### config.mk
export PLATFORM = sky130hd
export DESIGN_NAME = score_digit_driver
export DESIGN_NICKNAME = d
export VERILOG_FILES = /design/src/rtl/score_pkg.sv /design/src/rtl/score_digit_driver_bin2bcd_iter.sv /design/src/rtl/score_digit_driver.sv
export SDC_FILE = /design/constraint.sdc
export NUM_CORES = 1
export LEC_CHECK = 0
export CORE_AREA = 4 4 107 109
export DETAILED_ROUTE_END_ITERATION = 10
export DIE_AREA = 0 0 111 113
export GPL_ROUTABILITY_DRIVEN = 0
export GPL_TIMING_DRIVEN = 0
export PLACE_DENSITY = 0.86
export SYNTH_ARGS = -nofsm -noshare
export SYNTH_HDL_FRONTEND = slang
export SYNTH_SLANG_ARGS = --single-unit
### constraint.sdc
create_clock -name clk -period 7.4 [get_ports clk]
set_input_delay 1.48 -clock clk [delete_from_list [all_inputs] [get_ports clk]]
set_output_delay 1.48 -clock clk [all_outputs]
set_load 0.02 [all_outputs]
### src/rtl/score_pkg.sv
// Shared constants, FSM encoding and the double-dabble digit adjust used by the
// score digit driver and its BCD conversion engine.
package score_pkg;

    localparam int GLYPH_W      = 30;
    localparam int GLYPH_H      = 30;
    localparam int GLYPH_PIXELS = GLYPH_W * GLYPH_H;
    localparam int MAX_SCORE    = 9999;
    localparam int BCD_DIGITS   = 4;

    typedef enum logic [1:0] {
        ST_IDLE   = 2'd0,
        ST_SHIFT  = 2'd1,
        ST_COMMIT = 2'd2
    } bcd_state_t;

    // A BCD nibble that will overflow past 9 after the next doubling gets +3 first.
    function automatic logic [3:0] dabble_adjust(input logic [3:0] nib);
        return (nib >= 4'd5) ? nib + 4'd3 : nib;
    endfunction

endpackage

### src/rtl/score_digit_driver_bin2bcd_iter.sv
// Iterative double-dabble converter: one shift per cycle, a single-entry pending
// slot for strobes that arrive mid-conversion, and an atomic commit of all digits.
module bin2bcd_iter
    import score_pkg::*;
#(
    parameter int SCORE_W = 14
) (
    input  logic               clk,
    input  logic               reset,
    input  logic [SCORE_W-1:0] score,
    input  logic               score_valid,
    output logic               busy,
    output logic [15:0]        digits
);

    localparam int CNT_W = $clog2(SCORE_W + 1);

    bcd_state_t         state_reg, state_next;
    logic [SCORE_W-1:0] bin_reg, bin_next;
    logic [15:0]        bcd_reg, bcd_next;
    logic [CNT_W-1:0]   count_reg, count_next;
    logic               pending_reg, pending_next;
    logic [SCORE_W-1:0] pend_val_reg, pend_val_next;
    logic [15:0]        digits_reg, digits_next;
    logic [SCORE_W-1:0] score_sat;
    logic [15:0]        bcd_adj;

    assign score_sat = (32'(score) > MAX_SCORE) ? SCORE_W'(MAX_SCORE) : score;

    for (genvar gi = 0; gi < BCD_DIGITS; gi++) begin : g_adj
        assign bcd_adj[gi*4 +: 4] = dabble_adjust(bcd_reg[gi*4 +: 4]);
    end

    always_comb begin
        state_next    = state_reg;
        bin_next      = bin_reg;
        bcd_next      = bcd_reg;
        count_next    = count_reg;
        pending_next  = pending_reg;
        pend_val_next = pend_val_reg;
        digits_next   = digits_reg;
        unique case (state_reg)
            ST_IDLE: begin
                if (score_valid) begin
                    bin_next   = score_sat;
                    bcd_next   = '0;
                    count_next = CNT_W'(SCORE_W);
                    state_next = ST_SHIFT;
                end
            end
            ST_SHIFT: begin
                if (score_valid) begin
                    pending_next  = 1'b1;
                    pend_val_next = score_sat;
                end
                if (count_reg != '0) begin
                    bcd_next   = {bcd_adj[14:0], bin_reg[SCORE_W-1]};
                    bin_next   = bin_reg << 1;
                    count_next = count_reg - CNT_W'(1);
                end else begin
                    state_next = ST_COMMIT;
                end
            end
            ST_COMMIT: begin
                digits_next = bcd_reg;
                // A strobe landing on the commit cycle is newer than anything pending.
                if (score_valid || pending_reg) begin
                    bin_next     = score_valid ? score_sat : pend_val_reg;
                    bcd_next     = '0;
                    count_next   = CNT_W'(SCORE_W);
                    pending_next = 1'b0;
                    state_next   = ST_SHIFT;
                end else begin
                    state_next = ST_IDLE;
                end
            end
            default: state_next = ST_IDLE;
        endcase
    end

    always_ff @(posedge clk or posedge reset) begin
        if (reset) begin
            state_reg    <= ST_IDLE;
            bin_reg      <= '0;
            bcd_reg      <= '0;
            count_reg    <= '0;
            pending_reg  <= 1'b0;
            pend_val_reg <= '0;
            digits_reg   <= '0;
        end else begin
            state_reg    <= state_next;
            bin_reg      <= bin_next;
            bcd_reg      <= bcd_next;
            count_reg    <= count_next;
            pending_reg  <= pending_next;
            pend_val_reg <= pend_val_next;
            digits_reg   <= digits_next;
        end
    end

    assign busy   = (state_reg != ST_IDLE);
    assign digits = digits_reg;

endmodule

### src/rtl/score_digit_driver.sv
// Score overlay front end: BCD conversion of the game score plus a registered
// pixel-to-glyph mapping that feeds the digit glyph ROM lookup.
module score_digit_driver
    import score_pkg::*;
#(
    parameter logic [9:0] ORIGIN_X = 10'd560,
    parameter logic [9:0] ORIGIN_Y = 10'd20,
    parameter int         GLYPH_W  = score_pkg::GLYPH_W,
    parameter int         GLYPH_H  = score_pkg::GLYPH_H,
    parameter int         SCORE_W  = 14
) (
    input  logic               clk,
    input  logic               reset,
    input  logic [SCORE_W-1:0] score,
    input  logic               score_valid,
    output logic               busy,
    input  logic [9:0]         x,
    input  logic [9:0]         y,
    output logic [14:0]        ADDR,
    output logic [3:0]         display_ones,
    output logic [3:0]         display_tens,
    output logic [3:0]         display_hundreds,
    output logic [3:0]         display_thousands,
    output logic               ones,
    output logic               tens,
    output logic               hundreds,
    output logic               thousands,
    output logic               in_region
);

    localparam logic [10:0] X_LO = {1'b0, ORIGIN_X};
    localparam logic [10:0] X_HI = X_LO + 11'(4 * GLYPH_W);
    localparam logic [10:0] Y_LO = {1'b0, ORIGIN_Y};
    localparam logic [10:0] Y_HI = Y_LO + 11'(GLYPH_H);

    logic [15:0] digits;
    logic        hit;
    logic [9:0]  col;
    logic [9:0]  row;
    logic [9:0]  lc;
    logic [3:0]  place;
    logic [14:0] addr_next;
    logic [14:0] addr_reg;
    logic [3:0]  place_reg;
    logic        in_region_reg;

    bin2bcd_iter #(
        .SCORE_W (SCORE_W)
    ) u_bin2bcd (
        .clk         (clk),
        .reset       (reset),
        .score       (score),
        .score_valid (score_valid),
        .busy        (busy),
        .digits      (digits)
    );

    // Compares are done one bit wider so the right/bottom edges cannot overflow.
    assign hit = ({1'b0, x} >= X_LO) && ({1'b0, x} < X_HI) &&
                 ({1'b0, y} >= Y_LO) && ({1'b0, y} < Y_HI);
    assign col = hit ? (x - ORIGIN_X) : '0;
    assign row = hit ? (y - ORIGIN_Y) : '0;

    // place[0] is the leftmost (thousands) glyph.
    for (genvar gi = 0; gi < BCD_DIGITS; gi++) begin : g_place
        if (gi == 0) begin : g_first
            assign place[gi] = hit && (col < 10'(GLYPH_W));
        end else begin : g_rest
            assign place[gi] = hit && (col >= 10'(gi * GLYPH_W)) &&
                               (col < 10'((gi + 1) * GLYPH_W));
        end
    end

    always_comb begin
        lc = '0;
        for (int k = 0; k < BCD_DIGITS; k++) begin
            if (place[k]) begin
                lc = col - 10'(k * GLYPH_W);
            end
        end
    end

    assign addr_next = hit ? (15'(row) * 15'(GLYPH_W) + 15'(lc)) : '0;

    always_ff @(posedge clk or posedge reset) begin
        if (reset) begin
            addr_reg      <= '0;
            place_reg     <= '0;
            in_region_reg <= 1'b0;
        end else begin
            addr_reg      <= addr_next;
            place_reg     <= place;
            in_region_reg <= hit;
        end
    end

    assign ADDR              = addr_reg;
    assign thousands         = place_reg[0];
    assign hundreds          = place_reg[1];
    assign tens              = place_reg[2];
    assign ones              = place_reg[3];
    assign in_region         = in_region_reg;
    assign display_thousands = digits[15:12];
    assign display_hundreds  = digits[11:8];
    assign display_tens      = digits[7:4];
    assign display_ones      = digits[3:0];

endmodule

==> flow_summary.yaml <==
outcome:
  status: "completed"
die:
  die_h_um: 113
  core_um2: 10600
  chipWidth_um: 111
  initial_core_util: 0.6020
  die_area_um2: 12540
  placementRows: 38
  ios: 74
synth:
  yosysWarnings: 0
  synth_cell_types: 62
  async_flop_share: 1.000
  syn-cell-area_um2: 6382
  syn_inst: 749
  synth_seq_cells: 87
  synth_top_area_share: 0.3411
  syn_avg_cell_area_um2: 8.521
  yosysSeqAreaShare: 0.3411
  synth_edf_count: 0
  yosysTopAreaCell: "dfrtp_1"
  synth_nets: 851
  synthTopCellsByArea: "dfrtp_1 34%, ha_1 10%, o21ai_0 6.2%"
  synth-main-ff-cell: "dfrtp_1"
setup_path:
  cp_data_required_time_ps: 7690
  cp.arrival_ps: 7250
  start_kind: "input pin"
  end_kind: "flop"
  path_max_fanout: 10
  worstSetupPathType: "in2reg"
power_and_ir_drop:
  power.density_nw_per_um2: 195.0
  p_sw_w: 0.0005315
  p_int_w: 0.0009343
  comb_power_share: 0.312
  vdd.ir_drop.worst_v: 0.0001544
  seq_power_share: 0.434
  netSwitchingFraction: 0.3626
  power.leakage_nw: 3.430
  power_frac_clock: 0.254
clocking:
  clk-insertion-delay-late_ps: 370
  clk_pin_slew_ps: 90
  htree_levels: 3
  cts_tree: "built"
  clockBufferDepth: 2
  cts_buffers: 9
  numClockSinks: 87
  cts_resized: 0
  post_cts_buffers: 0
  hold_buffers: 0
  clock-root-buffer: "clkbuf_8"
sta:
  fin_crit_ps: 6954
  hold_viol: 0
  finalClockSkew_ps: 19.55
  fmax_ghz: 0.1438
  whs_ps: 487.4
  min_period_over_period: 0.9397
  slew_viol_final: 0
  finalSetupViolCount: 0
  rsz0062_at_grt: "no"
  timing.slew.headroom: 0.5478
  tightest_slew_ps: 673.1
drt:
  antenna_left: 0
  first_pass_iters: 7
  routed_via_density: 5.953
  vias: 5792
  routed_wl_um: 15360
  wl_per_cell_um: 15.78
  drt_iter0_drc: 327
  drc: 0
min_path:
  hold_path_class: "reg2reg"
layout:
  drive_above_1_share: 0.07203
  layout_common_cells: "87 x dfrtp_1, 86 x nand2_1, 77 x o21ai_0, 67 x clkdlybuf4s50_1, 64 x nor2_1"
  finalInstanceArea_um2: 7516
  fin_nets: 930
  final_cell_count_no_fill: 973
  diodes: 0
  areaGrowthSynthToFinish_pct: 17.76
  nFillCells: 800
  final_common_cell: "dfrtp_1"
grt:
  grt_max_degree: 62
  antenna_found_initial: 0
  grt_pass1_vias: 5790
  use_met1: 0.2887
  grt.busiest_layer: "met2"
  use_met3: 0.03636
  grt_pass1_wl_um: 26070
  grt_overflow: 0
  grt.met2_usage: 0.4587
  track_usage: 0.2468
flow_run:
  maxCapViolCount: 0
placed_design:
  dpl.cell_count: 957
  port-buffer-count: 67
  place_hpwl_um: 11710
  placed_area_um2: 7258
-- routing by layer --
| metal | part of all wire | vias to the layer above |
|---|---|---|
| met5 | 0 | - |
| met4 | 0.018 | 0 |
| met3 | 0.060 | 20 |
| met2 | 0.52 | 243 |
| met1 | 0.40 | 2781 |
| li1 | - | 2748 |
-- cell usage after synthesis, types with 5 or more instances --
library cell	count
dfrtp_1	87
nand2_1	86
o21ai_0	79
nor2_1	64
inv_1	63
ha_1	51
a21oi_1	50
xnor2_1	25
clkbuf_1	21
mux2_2	17
fa_1	14
nand2b_1	14
nor2b_1	12
nor3_1	12
nand3_1	11
o211ai_1	9
and2_1	8
xor2_1	8
a211oi_1	7
a21o_1	7
a22o_1	7
a22oi_1	7
o21a_1	7
a31oi_1	5
buf_2	5
-- worst paths after layout --
| path | from | endpoint | slack [ps] | cells past startpoint |
|---|---|---|---|---|
| max | y[2] | ADDR[14] | 450 | 24 |
| min | u_bin2bcd.pend_val_reg[5] | u_bin2bcd.pend_val_reg[5] | 490 | 2 |
| max reg2reg | u_bin2bcd.state_reg[0] | u_bin2bcd.bcd_reg[14] | 4520 | 10 |
| min reg2reg | u_bin2bcd.pend_val_reg[5] | u_bin2bcd.pend_val_reg[5] | 490 | 2 |
| max in group asynchronous | reset | ADDR[7] | 5350 | 3 |
| min in group asynchronous | reset | ADDR[0] | 1430 | 2 |
-- metrics by stage --
| step | total power (W) | util | worst slack (ps) | TNS, ps |
|---|---|---|---|---|
| final | 0.001466 | 0.7089 | 446.0 | 0 |
| after global routing | 0.001555 | 0.7089 | 55.62 | 0 |
| after CTS | 0.001459 | 0.7059 | 112.1 | 0 |
| after detailed placement | 0.001087 | 0.6846 | -258.4 | -352.2 |
| after global placement | 0.001053 | 0.6817 | -104.6 | -104.6 |
| after floorplan | 0.0009409 | - | 989.6 | 0 |
-- power by group through the flow --
| stage | clock (W) | sequential, W | combinational, W |
|---|---|---|---|
| floorplan | 0 | 0.000625 | 0.000316 |
| global placement | 0 | 0.000635 | 0.000418 |
| detailed placement | 0 | 0.000642 | 0.000444 |
| CTS | 0.000377 | 0.000633 | 0.000449 |
| global route | 0.000398 | 0.000645 | 0.000512 |
| finish | 0.000373 | 0.000636 | 0.000457 |
-- layout make-up --
class                      count  area [um^2]  share of cell area
tap                          140        175.2             0.02331
sequential                    87         2177              0.2897
buffer                        30        132.6             0.01765
timing repair buffer          68        698.2             0.09289
clock inverter                 7        102.6             0.01365
multi-input combinational    565         3852              0.5126
clock buffer                   9        123.9             0.01648
inverter                      67        254.0             0.03379
-- worst max-delay path: stages --
cell and delay (ps):
clkdlybuf4s50_1 560, inv_2 90, or4_1 530, a211oi_2 280, nand3_4 190, inv_2 110
buf_4 180, and2_1 190, inv_1 70, fa_1 500, inv_1 60, fa_1 500
inv_1 60, fa_1 420, nor2b_1 160, o31a_1 220, a21oi_1 70, ha_1 220
or3_1 390, o2bb2ai_2 170, o21ai_1 150, and4_1 260, a31o_2 250, a21oi_1 130
-- kinds of logic after synthesis --
group           synth area share
xor+xnor                 0.04529
fa+ha+maj                 0.1455
buf+inv                  0.05979
compound gates            0.2004
flops                     0.3411
mux                      0.03627
simple gates              0.1717
Power figures use the tool's default switching activity.
